### src/rtl/obi_rr_arbiter_if.sv
// Bundle for the two-master / one-slave OBI arbiter.
// The slave modport is the arbiter side; the master modport drives requesters and the shared slave.
interface obi_rr_arbiter_if #(
  parameter int unsigned ADDR_WIDTH = 32,
  parameter int unsigned DATA_WIDTH = 32
);
  localparam int unsigned BeWidth = DATA_WIDTH / 8;

  logic                  m0_req_i,    m1_req_i;
  logic                  m0_we_i,     m1_we_i;
  logic [BeWidth-1:0]    m0_be_i,     m1_be_i;
  logic [ADDR_WIDTH-1:0] m0_addr_i,   m1_addr_i;
  logic [DATA_WIDTH-1:0] m0_wdata_i,  m1_wdata_i;
  logic                  m0_gnt_o,    m1_gnt_o;
  logic                  m0_rvalid_o, m1_rvalid_o;
  logic [DATA_WIDTH-1:0] m0_rdata_o,  m1_rdata_o;

  logic                  s_req_o;
  logic                  s_we_o;
  logic [BeWidth-1:0]    s_be_o;
  logic [ADDR_WIDTH-1:0] s_addr_o;
  logic [DATA_WIDTH-1:0] s_wdata_o;
  logic                  s_gnt_i;
  logic                  s_rvalid_i;
  logic [DATA_WIDTH-1:0] s_rdata_i;

  modport slave (
    input  m0_req_i, m1_req_i, m0_we_i, m1_we_i, m0_be_i, m1_be_i,
           m0_addr_i, m1_addr_i, m0_wdata_i, m1_wdata_i,
           s_gnt_i, s_rvalid_i, s_rdata_i,
    output m0_gnt_o, m1_gnt_o, m0_rvalid_o, m1_rvalid_o, m0_rdata_o, m1_rdata_o,
           s_req_o, s_we_o, s_be_o, s_addr_o, s_wdata_o
  );

  modport master (
    output m0_req_i, m1_req_i, m0_we_i, m1_we_i, m0_be_i, m1_be_i,
           m0_addr_i, m1_addr_i, m0_wdata_i, m1_wdata_i,
           s_gnt_i, s_rvalid_i, s_rdata_i,
    input  m0_gnt_o, m1_gnt_o, m0_rvalid_o, m1_rvalid_o, m0_rdata_o, m1_rdata_o,
           s_req_o, s_we_o, s_be_o, s_addr_o, s_wdata_o
  );
endinterface

### src/rtl/obi_rr_arbiter.sv
// Round-robin OBI arbiter: two masters share one slave port, with an in-order
// ID FIFO steering responses back to the issuing master.
module obi_rr_arbiter #(
  parameter int unsigned ADDR_WIDTH = 32,
  parameter int unsigned DATA_WIDTH = 32,
  parameter int unsigned MAX_OUTST  = 2,
  localparam int unsigned CntW      = $clog2(MAX_OUTST + 1)
) (
  input  logic              clk_i,
  input  logic              rst_ni,
  obi_rr_arbiter_if.slave   bus,
  output logic [CntW-1:0]   outst_o,
  output logic              err_o
);

  localparam int unsigned PtrW = (MAX_OUTST > 1) ? $clog2(MAX_OUTST) : 1;
  localparam logic [PtrW-1:0] PtrMax  = PtrW'(MAX_OUTST - 1);
  localparam logic [CntW-1:0] CntFull = CntW'(MAX_OUTST);

  logic            prio_q, prio_d;
  logic            lock_q, lock_d;
  logic            lock_id_q, lock_id_d;
  logic            id_mem_q [MAX_OUTST];
  logic [PtrW-1:0] wr_ptr_q, wr_ptr_d;
  logic [PtrW-1:0] rd_ptr_q, rd_ptr_d;
  logic [CntW-1:0] cnt_q, cnt_d;
  logic            err_q, err_d;

  logic winner, win_req, fifo_full, fifo_empty, s_req, push, pop, head_id;

  // Winner selection; a held (locked) request keeps the slave-side request stable.
  always_comb begin
    winner = 1'b0;
    if (lock_q) begin
      winner = lock_id_q;
    end else if (bus.m0_req_i && bus.m1_req_i) begin
      winner = prio_q;
    end else if (bus.m1_req_i) begin
      winner = 1'b1;
    end
    win_req    = winner ? bus.m1_req_i : bus.m0_req_i;
    fifo_full  = (cnt_q == CntFull);
    fifo_empty = (cnt_q == '0);
    // Gating with rst_ni forces handshake outputs low while reset is held.
    s_req      = win_req && !fifo_full && rst_ni;
    push       = s_req && bus.s_gnt_i;
    pop        = bus.s_rvalid_i && !fifo_empty && rst_ni;
    head_id    = id_mem_q[rd_ptr_q];
  end

  assign bus.s_req_o     = s_req;
  assign bus.s_we_o      = winner ? bus.m1_we_i    : bus.m0_we_i;
  assign bus.s_be_o      = winner ? bus.m1_be_i    : bus.m0_be_i;
  assign bus.s_addr_o    = winner ? bus.m1_addr_i  : bus.m0_addr_i;
  assign bus.s_wdata_o   = winner ? bus.m1_wdata_i : bus.m0_wdata_i;
  assign bus.m0_gnt_o    = push && !winner;
  assign bus.m1_gnt_o    = push && winner;
  assign bus.m0_rvalid_o = pop && !head_id;
  assign bus.m1_rvalid_o = pop && head_id;
  assign bus.m0_rdata_o  = bus.s_rdata_i;
  assign bus.m1_rdata_o  = bus.s_rdata_i;
  assign outst_o         = cnt_q;
  assign err_o           = err_q;

  always_comb begin
    prio_d    = prio_q;
    lock_d    = lock_q;
    lock_id_d = lock_id_q;
    wr_ptr_d  = wr_ptr_q;
    rd_ptr_d  = rd_ptr_q;
    cnt_d     = cnt_q;
    err_d     = err_q;

    if (push) begin
      lock_d   = 1'b0;
      prio_d   = ~winner;
      wr_ptr_d = (wr_ptr_q == PtrMax) ? '0 : wr_ptr_q + PtrW'(1);
    end else if (s_req) begin
      lock_d    = 1'b1;
      lock_id_d = winner;
    end

    if (pop) begin
      rd_ptr_d = (rd_ptr_q == PtrMax) ? '0 : rd_ptr_q + PtrW'(1);
    end

    if (push && !pop) begin
      cnt_d = cnt_q + CntW'(1);
    end else if (pop && !push) begin
      cnt_d = cnt_q - CntW'(1);
    end

    // A response with nothing outstanding is a protocol error, even if a push lands now.
    if (bus.s_rvalid_i && fifo_empty && rst_ni) begin
      err_d = 1'b1;
    end
  end

  always_ff @(posedge clk_i or negedge rst_ni) begin
    if (!rst_ni) begin
      prio_q    <= 1'b0;
      lock_q    <= 1'b0;
      lock_id_q <= 1'b0;
      wr_ptr_q  <= '0;
      rd_ptr_q  <= '0;
      cnt_q     <= '0;
      err_q     <= 1'b0;
      for (int i = 0; i < int'(MAX_OUTST); i++) begin
        id_mem_q[i] <= 1'b0;
      end
    end else begin
      prio_q    <= prio_d;
      lock_q    <= lock_d;
      lock_id_q <= lock_id_d;
      wr_ptr_q  <= wr_ptr_d;
      rd_ptr_q  <= rd_ptr_d;
      cnt_q     <= cnt_d;
      err_q     <= err_d;
      if (push) begin
        id_mem_q[wr_ptr_q] <= winner;
      end
    end
  end

endmodule

### src/flat_wrapper.sv
// flat-port wrapper written by rule: the top's interface ports become plain ports
module obi_rr_arbiter_flat 
#(
  parameter int unsigned ADDR_WIDTH = 32,
  parameter int unsigned DATA_WIDTH = 32,
  parameter int unsigned MAX_OUTST  = 2,
  localparam int unsigned CntW      = $clog2(MAX_OUTST + 1)
)
  (clk_i, rst_ni, outst_o, err_o, bus_m0_req_i, bus_m1_req_i, bus_m0_we_i, bus_m1_we_i, bus_m0_be_i, bus_m1_be_i, bus_m0_addr_i, bus_m1_addr_i, bus_m0_wdata_i, bus_m1_wdata_i, bus_s_gnt_i, bus_s_rvalid_i, bus_s_rdata_i, bus_m0_gnt_o, bus_m1_gnt_o, bus_m0_rvalid_o, bus_m1_rvalid_o, bus_m0_rdata_o, bus_m1_rdata_o, bus_s_req_o, bus_s_we_o, bus_s_be_o, bus_s_addr_o, bus_s_wdata_o);
  obi_rr_arbiter_if #(.ADDR_WIDTH(ADDR_WIDTH), .DATA_WIDTH(DATA_WIDTH)) bus_i ();
  input  logic clk_i;
  input  logic rst_ni;
  output logic [CntW-1:0] outst_o;
  output logic err_o;
  input wire logic [$bits(bus_i.m0_req_i)-1:0] bus_m0_req_i;
  input wire logic [$bits(bus_i.m1_req_i)-1:0] bus_m1_req_i;
  input wire logic [$bits(bus_i.m0_we_i)-1:0] bus_m0_we_i;
  input wire logic [$bits(bus_i.m1_we_i)-1:0] bus_m1_we_i;
  input wire logic [$bits(bus_i.m0_be_i)-1:0] bus_m0_be_i;
  input wire logic [$bits(bus_i.m1_be_i)-1:0] bus_m1_be_i;
  input wire logic [$bits(bus_i.m0_addr_i)-1:0] bus_m0_addr_i;
  input wire logic [$bits(bus_i.m1_addr_i)-1:0] bus_m1_addr_i;
  input wire logic [$bits(bus_i.m0_wdata_i)-1:0] bus_m0_wdata_i;
  input wire logic [$bits(bus_i.m1_wdata_i)-1:0] bus_m1_wdata_i;
  input wire logic [$bits(bus_i.s_gnt_i)-1:0] bus_s_gnt_i;
  input wire logic [$bits(bus_i.s_rvalid_i)-1:0] bus_s_rvalid_i;
  input wire logic [$bits(bus_i.s_rdata_i)-1:0] bus_s_rdata_i;
  output wire logic [$bits(bus_i.m0_gnt_o)-1:0] bus_m0_gnt_o;
  output wire logic [$bits(bus_i.m1_gnt_o)-1:0] bus_m1_gnt_o;
  output wire logic [$bits(bus_i.m0_rvalid_o)-1:0] bus_m0_rvalid_o;
  output wire logic [$bits(bus_i.m1_rvalid_o)-1:0] bus_m1_rvalid_o;
  output wire logic [$bits(bus_i.m0_rdata_o)-1:0] bus_m0_rdata_o;
  output wire logic [$bits(bus_i.m1_rdata_o)-1:0] bus_m1_rdata_o;
  output wire logic [$bits(bus_i.s_req_o)-1:0] bus_s_req_o;
  output wire logic [$bits(bus_i.s_we_o)-1:0] bus_s_we_o;
  output wire logic [$bits(bus_i.s_be_o)-1:0] bus_s_be_o;
  output wire logic [$bits(bus_i.s_addr_o)-1:0] bus_s_addr_o;
  output wire logic [$bits(bus_i.s_wdata_o)-1:0] bus_s_wdata_o;
  assign bus_i.m0_req_i = bus_m0_req_i;
  assign bus_i.m1_req_i = bus_m1_req_i;
  assign bus_i.m0_we_i = bus_m0_we_i;
  assign bus_i.m1_we_i = bus_m1_we_i;
  assign bus_i.m0_be_i = bus_m0_be_i;
  assign bus_i.m1_be_i = bus_m1_be_i;
  assign bus_i.m0_addr_i = bus_m0_addr_i;
  assign bus_i.m1_addr_i = bus_m1_addr_i;
  assign bus_i.m0_wdata_i = bus_m0_wdata_i;
  assign bus_i.m1_wdata_i = bus_m1_wdata_i;
  assign bus_i.s_gnt_i = bus_s_gnt_i;
  assign bus_i.s_rvalid_i = bus_s_rvalid_i;
  assign bus_i.s_rdata_i = bus_s_rdata_i;
  assign bus_m0_gnt_o = bus_i.m0_gnt_o;
  assign bus_m1_gnt_o = bus_i.m1_gnt_o;
  assign bus_m0_rvalid_o = bus_i.m0_rvalid_o;
  assign bus_m1_rvalid_o = bus_i.m1_rvalid_o;
  assign bus_m0_rdata_o = bus_i.m0_rdata_o;
  assign bus_m1_rdata_o = bus_i.m1_rdata_o;
  assign bus_s_req_o = bus_i.s_req_o;
  assign bus_s_we_o = bus_i.s_we_o;
  assign bus_s_be_o = bus_i.s_be_o;
  assign bus_s_addr_o = bus_i.s_addr_o;
  assign bus_s_wdata_o = bus_i.s_wdata_o;
  obi_rr_arbiter #(.ADDR_WIDTH(ADDR_WIDTH), .DATA_WIDTH(DATA_WIDTH), .MAX_OUTST(MAX_OUTST)) u_core (.clk_i(clk_i), .rst_ni(rst_ni), .bus(bus_i), .outst_o(outst_o), .err_o(err_o));
endmodule
### config.mk
export PLATFORM = sky130hd
export DESIGN_NAME = obi_rr_arbiter_flat
export DESIGN_NICKNAME = d
export VERILOG_FILES = /design/src/rtl/obi_rr_arbiter_if.sv /design/src/rtl/obi_rr_arbiter.sv /design/src/flat_wrapper.sv
export SDC_FILE = /design/constraint.sdc
export NUM_CORES = 1
export LEC_CHECK = 0
export ABC_CLOCK_PERIOD_IN_PS = 2200
export BUFFER_PORTS_ARGS = -buffer_cell sky130_fd_sc_hd__buf_4
export CAP_MARGIN = 20
export CORE_AREA = 2 2 122 124
export CTS_BUF_LIST = sky130_fd_sc_hd__clkbuf_16
export DETAILED_ROUTE_END_ITERATION = 12
export DIE_AREA = 0 0 124 126
export GPL_TIMING_DRIVEN = 0
export PLACE_DENSITY = 0.47
export SYNTH_ARGS = -nofsm -noshare
export SYNTH_HDL_FRONTEND = slang
export SYNTH_SLANG_ARGS = --single-unit
### constraint.sdc
create_clock -name clk_i -period 2.2 [get_ports clk_i]
set_input_delay 0.11 -clock clk_i [delete_from_list [all_inputs] [get_ports clk_i]]
set_output_delay 0.11 -clock clk_i [all_outputs]
set_load 0.005 [all_outputs]
==> results of run 1 <==
## synthesized netlist by cell type
cell / n / area [µm²]
buf_6: 6 / 67.6
nand2b_1: 2 / 12.5
nand3b_1: 2 / 15.0
nor2_1: 4 / 15.0
a21oi_1: 1 / 5.00
nand2_1: 1 / 3.75
a21o_2: 1 / 8.76
nor2b_1: 1 / 6.26
buf_4: 64 / 480
xnor2_1: 3 / 26.3
o211ai_1: 1 / 7.51
o21a_1: 1 / 7.51
mux2_4: 41 / 616
mux2i_1: 2 / 20.0
buf_2: 2 / 10.0
xor2_1: 2 / 17.5
mux2_2: 27 / 304
a31o_2: 1 / 8.76
nor2b_4: 1 / 13.8
ha_1: 1 / 12.5
and3_2: 1 / 7.51
inv_1: 2 / 7.51
mux2_1: 5 / 56.3
dfrtp_1: 10 / 250
o2111a_2: 1 / 12.5
nand3_1: 1 / 5.00
## worst register-to-register path, delay by kind of cell, from the launching register on
family,cells,cell delay (ps)
adder cells (fa/ha/maj),1,190
flip-flops,1,400
AND/OR/NAND/NOR,2,320
multiplexers,1,340
XOR/XNOR,2,290
AO/OA/AOI/OAI,1,300
buffers and inverters,1,70
## power by group
group          switching (W)  total, W  internal (W)
sequential         0.0000798  0.000350      0.000270
clock              0.0000795  0.000315      0.000235
combinational       0.000910   0.00268       0.00177
## sequential cells by signal, indices dropped and copies added (netlist names)
register,cells
u_core.rd_ptr_q,1
u_core.wr_ptr_q,1
u_core.outst_o,2
u_core.lock_q,1
u_core.err_o,1
u_core.id_mem_q,2
u_core.prio_q,1
u_core.lock_id_q,1
## layer usage
layer	vias to the layer above	wire, µm	share of wire	global-route usage
met3	2	902	0.11	0.0168
met2	137	4640	0.57	0.188
li1	1148	-	-	-
met4	0	9	0.0011	0.00793
met1	1029	2600	0.32	0.0930
met5	-	0	0	0
## kinds of logic (layout without fill, tap and decap cells)
family                     count (synthesis)  count (layout)  share of synthesized area
AOI/OAI and AO/OA                          6               6                     0.0251
muxes                                     75              75                      0.499
buffers and inverters                     74             362                      0.283
adders and majority gates                  1               1                    0.00626
xor gates and xnor gates                   5               5                     0.0219
and+or+nand+nor                           13              13                     0.0395
DFF                                       10              10                      0.125
## metrics by stage
stage,hold slack (ps),cells
after global placement,-41.6,652
after global routing,129,656
final,129,656
after detailed placement,-39.6,652
after CTS,124,656
after floorplan,-186,184
## area by class of cell
type,count,area (µm²)
Tap cell,184,230
Clock buffer,3,75.1
Sequential cell,10,250
Inverter,2,7.51
Timing Repair Buffer,285,2140
Multi-Input combinational cell,100,1180
Buffer,72,558
Fill cell,1515,9870
## repair_timing
action	4_1_cts	5_1_grt
endpoints found under the hold margin	10	0
hold buffers	1	0
gates resized for setup	0	0
## worst min path at each step
stage,startpoint,endpoint,cells after the start
finish,bus_s_rvalid_i,u_core.err_o,2
global route,bus_s_rvalid_i,u_core.err_o,2
CTS,bus_s_rvalid_i,u_core.err_o,2
detailed placement,rst_ni,u_core.wr_ptr_q,1
global placement,rst_ni,u_core.wr_ptr_q,1
floorplan,rst_ni,u_core.err_o,0
==> impl_metrics.json, run 1 <==
{
  "drive_above_1_share": 0.915,
  "cts_setup_buffers": 0,
  "end_kind": "primary output",
  "startpoint": "u_core.lock_q",
  "post-route-drc-count": 0,
  "grt_antenna_before_repair": 0,
  "grt_pass1_wl_um": 11400,
  "regToRegStartpoint": "u_core.lock_q",
  "regToRegSetupSlack_ps": 210,
  "final.min_clock_period_ps": 2010,
  "cp.depth": 7,
  "antenna_left": 0,
  "setup_violations": 0,
  "slew-limit-headroom": 0.734,
  "setup_ws_ps": 191,
  "yosys_warnings": 0,
  "crit_top_cell": "buf_6",
  "port_buffers": 284,
  "cp-start-kind": "register",
  "vias": 2316,
  "path_cells": "nand2b_1, a21oi_1, a21o_2, buf_6, buf_6, mux2_4, buf_4",
  "hold_path.class": "input pin to register",
  "ioPinCount": 317,
  "cp_top_family": "buffers and inverters",
  "skew_ps": 1.46,
  "layout_common_cells": "348 x buf_4, 41 x mux2_4, 27 x mux2_2, 10 x dfrtp_1, 6 x buf_6",
  "routed_wl_um": 8160,
  "drt_iter0_drc": 35,
  "final.setup.tns_ps": 0,
  "cts_root_buffer": "clkbuf_16",
  "crit_required_ps": 2090,
  "coreArea_um2": 14300,
  "endpoint": "bus_s_wdata_o[30]",
  "viasPerCell": 3.53,
  "die_w_um": 124,
  "start_util": 0.140,
  "synth.distinct_cells": 26,
  "utilization": 0.310,
  "cts_tree": "done",
  "rsz0062_at_grt": "no",
  "wl_per_cell_um": 12.4,
  "tightestPinTransition_ps": 397,
  "grt_max_degree": 14,
  "max_stage_delay_ps": 410,
  "r2r_cells": 8,
  "grt_overflow_total": 0,
  "drt_pass1_iterations": 2,
  "status": "finished, final reports clean",
  "grt_pass1_vias": 2292,
  "placed_cell_area_um2": 4360,
  "pre_cts_ws_ps": 189,
  "power_per_cell_area_nw_per_um2": 752,
  "path_buf_inv": 3,
  "cts_made_buffers": 3,
  "ir_worst_vdd_mv": 0.586,
  "num_rows": 44,
  "area_growth_pct": 123,
  "place_congestion": 0.692,
  "postLayoutCellArea_um2": 4440,
  "p_leak_nw": 2.42,
  "arrival_ps": 1900,
  "clkTransAtPathRegs_ps": 40,
  "synthCells": 184,
  "final_common_cell": "buf_4",
  "cts.sink_count": 10,
  "htreeDepth": 1,
  "n_antenna_cell": 0,
  "slowest_stage": "dfrtp_1",
  "finalCritPeriodShare": 0.913,
  "cts_buffer_depth": 2,
  "avgSynthCellArea_um2": 10.9,
  "clock_latency_ps": 230,
  "crit_type": "register to primary output",
  "drv_cap": 0,
  "synth_area_um2": 2000,
  "fmax_ghz": 0.498,
  "yosysSeqAreaShare": 0.125,
  "dp_hpwl_um": 7350,
  "crit_fanout": 10,
  "hold_violations": 0,
  "fin_nets": 651,
  "final_max_slew_viol_count": 0,
  "ys_seq_elements": 10,
  "dieArea_um2": 15600,
  "r2r-end": "u_core.outst_o[1]",
  "die_h_um": 126,
  "power_w": 0.00334,
  "track_usage": 0.0902,
  "synth_fp_nets": 361
}
No activity file was read; power rests on OpenSTA's default activity.
==> run 2, diff against run 1 <==
--- a/config.mk
+++ b/config.mk
@@ -13,6 +13,7 @@
 export DETAILED_ROUTE_END_ITERATION = 12
 export DIE_AREA = 0 0 124 126
 export GPL_TIMING_DRIVEN = 0
+export HOLD_SLACK_MARGIN = 0.15
 export PLACE_DENSITY = 0.47
 export SYNTH_ARGS = -nofsm -noshare
 export SYNTH_HDL_FRONTEND = slang
==> impl_metrics.json, run 2 (synthesis gave the netlist of run 1 again) <==
{
  "viasPerCell": 3.53,
  "hold_violations": 0,
  "path_cells": "nand2b_1, a21oi_1, a21o_2, buf_6, buf_6, mux2_4, buf_4",
  "switching_share": 0.321,
  "port_buffers": 284,
  "intPower_w": 0.00227,
  "clock_latency_ps": 230,
  "r2r_cells": 8,
  "skew_ps": 1.44,
  "dieArea_um2": 15600,
  "crit_fanout": 10,
  "cts_tree": "done",
  "dp.cells": 652,
  "die_h_um": 126,
  "arrival_ps": 1900,
  "grt_pass1_vias": 2292,
  "cts_made_buffers": 3,
  "tightestPinTransition_ps": 398,
  "crit_top_cell": "buf_6",
  "end_kind": "primary output",
  "pwr-share-comb": 0.801,
  "holdPathStages": 3,
  "placed_cell_area_um2": 4360,
  "fin_nets": 652,
  "drv_cap": 0,
  "htreeDepth": 1,
  "drive_above_1_share": 0.913,
  "layout_common_cells": "348 x buf_4, 41 x mux2_4, 27 x mux2_2, 10 x dfrtp_1, 6 x buf_6",
  "place_congestion": 0.692,
  "stdcell_count": 657,
  "drt_iter0_drc": 30,
  "p_leak_nw": 2.42,
  "p_switching_w": 0.00107,
  "final.setup.tns_ps": 0,
  "cts_root_buffer": "clkbuf_16",
  "ir_worst_vdd_mv": 0.658,
  "coreArea_um2": 14300,
  "cts_buffer_depth": 2,
  "cts.sink_count": 10,
  "crit_required_ps": 2090,
  "routed_wl_um": 8180,
  "utilization": 0.311,
  "grt_pass1_wl_um": 11400,
  "final.min_clock_period_ps": 2010,
  "power_per_cell_area_nw_per_um2": 751,
  "vias": 2320,
  "rsz0062_at_grt": "no",
  "cts_setup_buffers": 0,
  "finalCritPeriodShare": 0.913,
  "power_w": 0.00335,
  "post-route-drc-count": 0,
  "ioPinCount": 317,
  "final_max_slew_viol_count": 0,
  "power_frac_clock": 0.094,
  "p_seq_frac": 0.105,
  "crit_type": "register to primary output",
  "track_usage": 0.0902,
  "die_w_um": 124,
  "final_common_cell": "buf_4",
  "status": "finished, final reports clean",
  "fmax_ghz": 0.498,
  "setup_violations": 0,
  "area_growth_pct": 123,
  "wl_per_cell_um": 12.4,
  "dp_hpwl_um": 7350,
  "slowest_stage": "dfrtp_1",
  "drt_pass1_iterations": 2,
  "clkTransAtPathRegs_ps": 40,
  "hold_path.class": "input pin to register",
  "n_antenna_cell": 0,
  "slew-limit-headroom": 0.734,
  "postLayoutCellArea_um2": 4450,
  "grt_antenna_before_repair": 0,
  "max_stage_delay_ps": 410,
  "grt_max_degree": 14,
  "antenna_left": 0,
  "start_util": 0.140,
  "grt_overflow_total": 0,
  "num_rows": 44,
  "cp-start-kind": "register"
}
-- run 2: layout make-up --
| cell class | instances | area [µm²] |
|---|---|---|
| buffer | 72 | 558 |
| inverter | 2 | 7.51 |
| multi-input combinational | 100 | 1180 |
| fill | 1514 | 9860 |
| tap | 184 | 230 |
| clock buffer | 3 | 75.1 |
| timing repair buffer | 286 | 2150 |
| sequential | 10 | 250 |
-- run 2: power by group through the flow --
stage | registers (W) | clock network (W) | logic, W
floorplan | 0.000337 | 0 | 0.00155
global placement | 0.000350 | 0 | 0.00273
detailed placement | 0.000352 | 0 | 0.00273
CTS | 0.000352 | 0.000323 | 0.00274
global route | 0.000365 | 0.000330 | 0.00289
finish | 0.000351 | 0.000315 | 0.00268
-- run 2: path summary, 6_finish.rpt --
path,end,slack (ps),startpoint
max,bus_s_wdata_o[30],190,u_core.lock_q
min,u_core.lock_id_q,250,bus_s_gnt_i
max reg2reg,u_core.outst_o[1],210,u_core.lock_q
min reg2reg,u_core.err_o,470,u_core.err_o
max in group asynchronous,u_core.outst_o[1],1780,rst_ni
min in group asynchronous,u_core.wr_ptr_q,260,rst_ni
-- run 2: per-layer routing --
metal | routed length (µm) | GRT usage
met4 | 9 | 0.00793
met1 | 2620 | 0.0930
met5 | 0 | 0
met2 | 4650 | 0.188
met3 | 901 | 0.0168
-- run 2: through the flow --
stage,hold WS (ps),setup WS [ps]
after floorplan,-186,361
after global placement,-41.6,248
after detailed placement,-39.6,189
after CTS,242,153
after global routing,249,50.9
final,245,190
-- run 2: what timing repair did --
item	4_1_cts	5_1_grt
endpoints found under the hold margin	11	0
gates resized for setup	0	0
hold buffers	2	0
setup endpoints to repair	0	0
-- run 2: worst max-delay path: cells and delay by family, from the launching register on --
| family | cells | cell delay, ps |
|---|---|---|
| AOI/OAI and AO/OA | 2 | 250 |
| buffers and inverters | 3 | 510 |
| DFF | 1 | 410 |
| muxes | 1 | 320 |
| and+or+nand+nor | 1 | 150 |
==> run 3, diff against run 2 <==
--- a/config.mk
+++ b/config.mk
@@ -5,16 +5,17 @@
 export SDC_FILE = /design/constraint.sdc
 export NUM_CORES = 1
 export LEC_CHECK = 0
+export ABC_AREA = 1
 export ABC_CLOCK_PERIOD_IN_PS = 2200
 export BUFFER_PORTS_ARGS = -buffer_cell sky130_fd_sc_hd__buf_4
 export CAP_MARGIN = 20
-export CORE_AREA = 2 2 122 124
+export CORE_AREA = 2 2 124 126
 export CTS_BUF_LIST = sky130_fd_sc_hd__clkbuf_16
 export DETAILED_ROUTE_END_ITERATION = 12
-export DIE_AREA = 0 0 124 126
+export DIE_AREA = 0 0 126 128
 export GPL_TIMING_DRIVEN = 0
 export HOLD_SLACK_MARGIN = 0.15
-export PLACE_DENSITY = 0.47
+export PLACE_DENSITY = 0.46
 export SYNTH_ARGS = -nofsm -noshare
 export SYNTH_HDL_FRONTEND = slang
 export SYNTH_SLANG_ARGS = --single-unit
==> impl_metrics.json, run 3 <==
{
  "status": "finished, final reports clean",
  "ioPinCount": 317,
  "fin_nets": 821,
  "coreArea_um2": 14900,
  "skew_ps": 3.32,
  "ys_seq_elements": 10,
  "antenna_left": 0,
  "r2r_cells": 10,
  "synth_most_common_cell": "nand2_1",
  "power_per_cell_area_nw_per_um2": 796,
  "path_buf_inv": 2,
  "hold_path.class": "input pin to asynchronous set/reset pin",
  "layout_common_cells": "355 x buf_4, 220 x nand2_1, 10 x inv_1, 10 x dfrtp_1, 9 x nor2_1",
  "switching_share": 0.438,
  "wl_per_cell_um": 11.9,
  "drv_cap": 0,
  "yosys_warnings": 0,
  "vias": 3051,
  "synth.area.top_cells": "nand2_1 44%, buf_4 28%, dfrtp_1 13%",
  "avgSynthCellArea_um2": 5.35,
  "slew-limit-headroom": 0.828,
  "grt_max_degree": 14,
  "routed_wl_um": 9860,
  "power_frac_clock": 0.092,
  "grt_overflow_total": 0,
  "stdcell_count": 830,
  "crit_fanout": 13,
  "drt_iter0_drc": 115,
  "pwr-share-comb": 0.811,
  "max_stage_delay_ps": 530,
  "end_kind": "register",
  "yosysSeqAreaShare": 0.133,
  "synth-edff-count": 0,
  "post-route-drc-count": 0,
  "viasPerCell": 3.68,
  "regToRegSetupSlack_ps": 440,
  "cts_buffer_depth": 2,
  "grt_antenna_before_repair": 0,
  "synth_area_um2": 1880,
  "port_buffers": 284,
  "dieArea_um2": 16100,
  "die_w_um": 126,
  "regToRegStartpoint": "u_core.outst_o[0]",
  "cts_made_buffers": 3,
  "cp.depth": 10,
  "cp_top_family": "buffers and inverters",
  "drt_pass1_iterations": 4,
  "place_congestion": 0.767,
  "r2r-end": "u_core.outst_o[1]",
  "tightestPinTransition_ps": 257,
  "rsz0062_at_grt": "no",
  "synth.distinct_cells": 19,
  "path_cells": "dlygate4sd3_1, buf_4, nand2_1, nor2_2, nand2_2, nor2_8, ha_1, a21oi_1, o21ai_0, xnor2_1",
  "cp-start-kind": "input pin",
  "yosys-top-cells-count": "220 x nand2_1, 71 x buf_4, 10 x dfrtp_1, 10 x inv_1, 9 x nor2_1",
  "crit_type": "input pin to register",
  "synthCells": 352,
  "area_growth_pct": 131,
  "yosysTopAreaCell": "nand2_1",
  "finalCritPeriodShare": 0.855,
  "synth_fp_nets": 529,
  "track_usage": 0.107,
  "die_h_um": 128,
  "final_max_slew_viol_count": 0,
  "p_switching_w": 0.00152,
  "start_util": 0.127,
  "p_seq_frac": 0.097,
  "final.min_clock_period_ps": 1880,
  "dp_hpwl_um": 8470,
  "n_antenna_cell": 0,
  "p_leak_nw": 2.69,
  "clock_latency_ps": 240,
  "num_rows": 45,
  "drive_above_1_share": 0.584,
  "hold_violations": 0,
  "grt_pass1_vias": 2879,
  "synth-main-ff-cell": "dfrtp_1",
  "final.setup.tns_ps": 0,
  "async_reset_ff_frac": 1.00,
  "clkTransAtPathRegs_ps": 40,
  "cts_root_buffer": "clkbuf_16",
  "cts.sink_count": 10,
  "final_common_cell": "buf_4",
  "crit_required_ps": 2320,
  "intPower_w": 0.00195,
  "ir_worst_vdd_mv": 0.307,
  "arrival_ps": 2000,
  "cts_tree": "done",
  "synth_top_area_share": 0.439,
  "dp.cells": 824,
  "grt_pass1_wl_um": 14000,
  "fmax_ghz": 0.532,
  "htreeDepth": 1,
  "slowest_stage": "dlygate4sd3_1",
  "setup_violations": 0
}
==> run 3: cell count changes in the layout (fill, tap and decap cells not counted), moves of 6 or more <==
cell     previous run  this run
mux2_2             27         0
nand2_1             1       220
mux2_4             41         0
buf_6               6         0
buf_4             348       355
inv_1               2        10
==> run 3: layout make-up <==
class | instances | area (µm²)
buffer | 78 | 568
clock buffer | 3 | 75.1
fill | 1656 | 10500
inverter | 13 | 48.8
multi-input combinational | 251 | 1020
sequential | 10 | 250
tap | 188 | 235
timing repair buffer | 287 | 2160
==> run 3: layer usage <==
layer | routed length [µm] | track usage
met1 | 3610 | 0.124
met2 | 5130 | 0.204
met3 | 1040 | 0.0213
met4 | 75 | 0.0233
met5 | 0 | 0
==> run 3: worst reg2reg max path, cell delays in order (launching register included) <==
cell and delay [ps]:
dfrtp_1 410, inv_2 70, nand2_1 60, nand2_1 60, nor2_2 140, nand2_2 120
nor2_8 160, ha_1 280, a21oi_1 120, o21ai_0 110, xnor2_1 130
==> run 3: repair_timing <==
action | CTS | global route
resized for setup | 0 | 0
hold buffers | 3 | 0
endpoints found under the hold margin | 12 | 0
buffers inserted | 0 | 0
==> run 3: stage by stage <==
stage           util  hold WS, ps  cell area (µm²)  power (W)  setup slack [ps]
6_report       0.293          262             4360    0.00347               320
3_3_place_gp   0.286        -43.4             4250    0.00322               467
4_1_cts        0.293          252             4360    0.00357               199
2_1_floorplan      -         -186             1880    0.00163               579
3_5_place_dp   0.286        -37.8             4250    0.00323               434
5_1_grt        0.293          299             4360    0.00385              98.0
==> run 3: worst max path at each step <==
| stage | slack, ps | start | end |
|---|---|---|---|
| 2_1_floorplan | 580 | u_core.outst_o[0] | u_core.outst_o[1] |
| 3_3_place_gp | 470 | u_core.outst_o[0] | u_core.outst_o[1] |
| 3_5_place_dp | 430 | u_core.outst_o[0] | u_core.outst_o[1] |
| 4_1_cts | 200 | u_core.prio_q | bus_s_wdata_o[30] |
| 5_1_grt | 100 | u_core.prio_q | bus_s_wdata_o[30] |
| 6_report | 320 | rst_ni | u_core.outst_o[1] |
==> run 3: power groups by stage <==
stage / Sequential [W] / Combinational [W] / Clock (W)
after global placement: 0.000338 / 0.00288 / 0
after detailed placement: 0.000341 / 0.00289 / 0
after floorplan: 0.000326 / 0.00130 / 0
after global routing: 0.000351 / 0.00317 / 0.000334
final: 0.000337 / 0.00281 / 0.000318
after CTS: 0.000339 / 0.00291 / 0.000326
==> run 3: cell families after synthesis <==
family	count (synthesis)	share of synthesized area
fa+ha+maj	1	0.00664
simple gates	241	0.501
buf+inv	91	0.328
xor+xnor	3	0.0140
flops	10	0.133
compound gates	6	0.0179
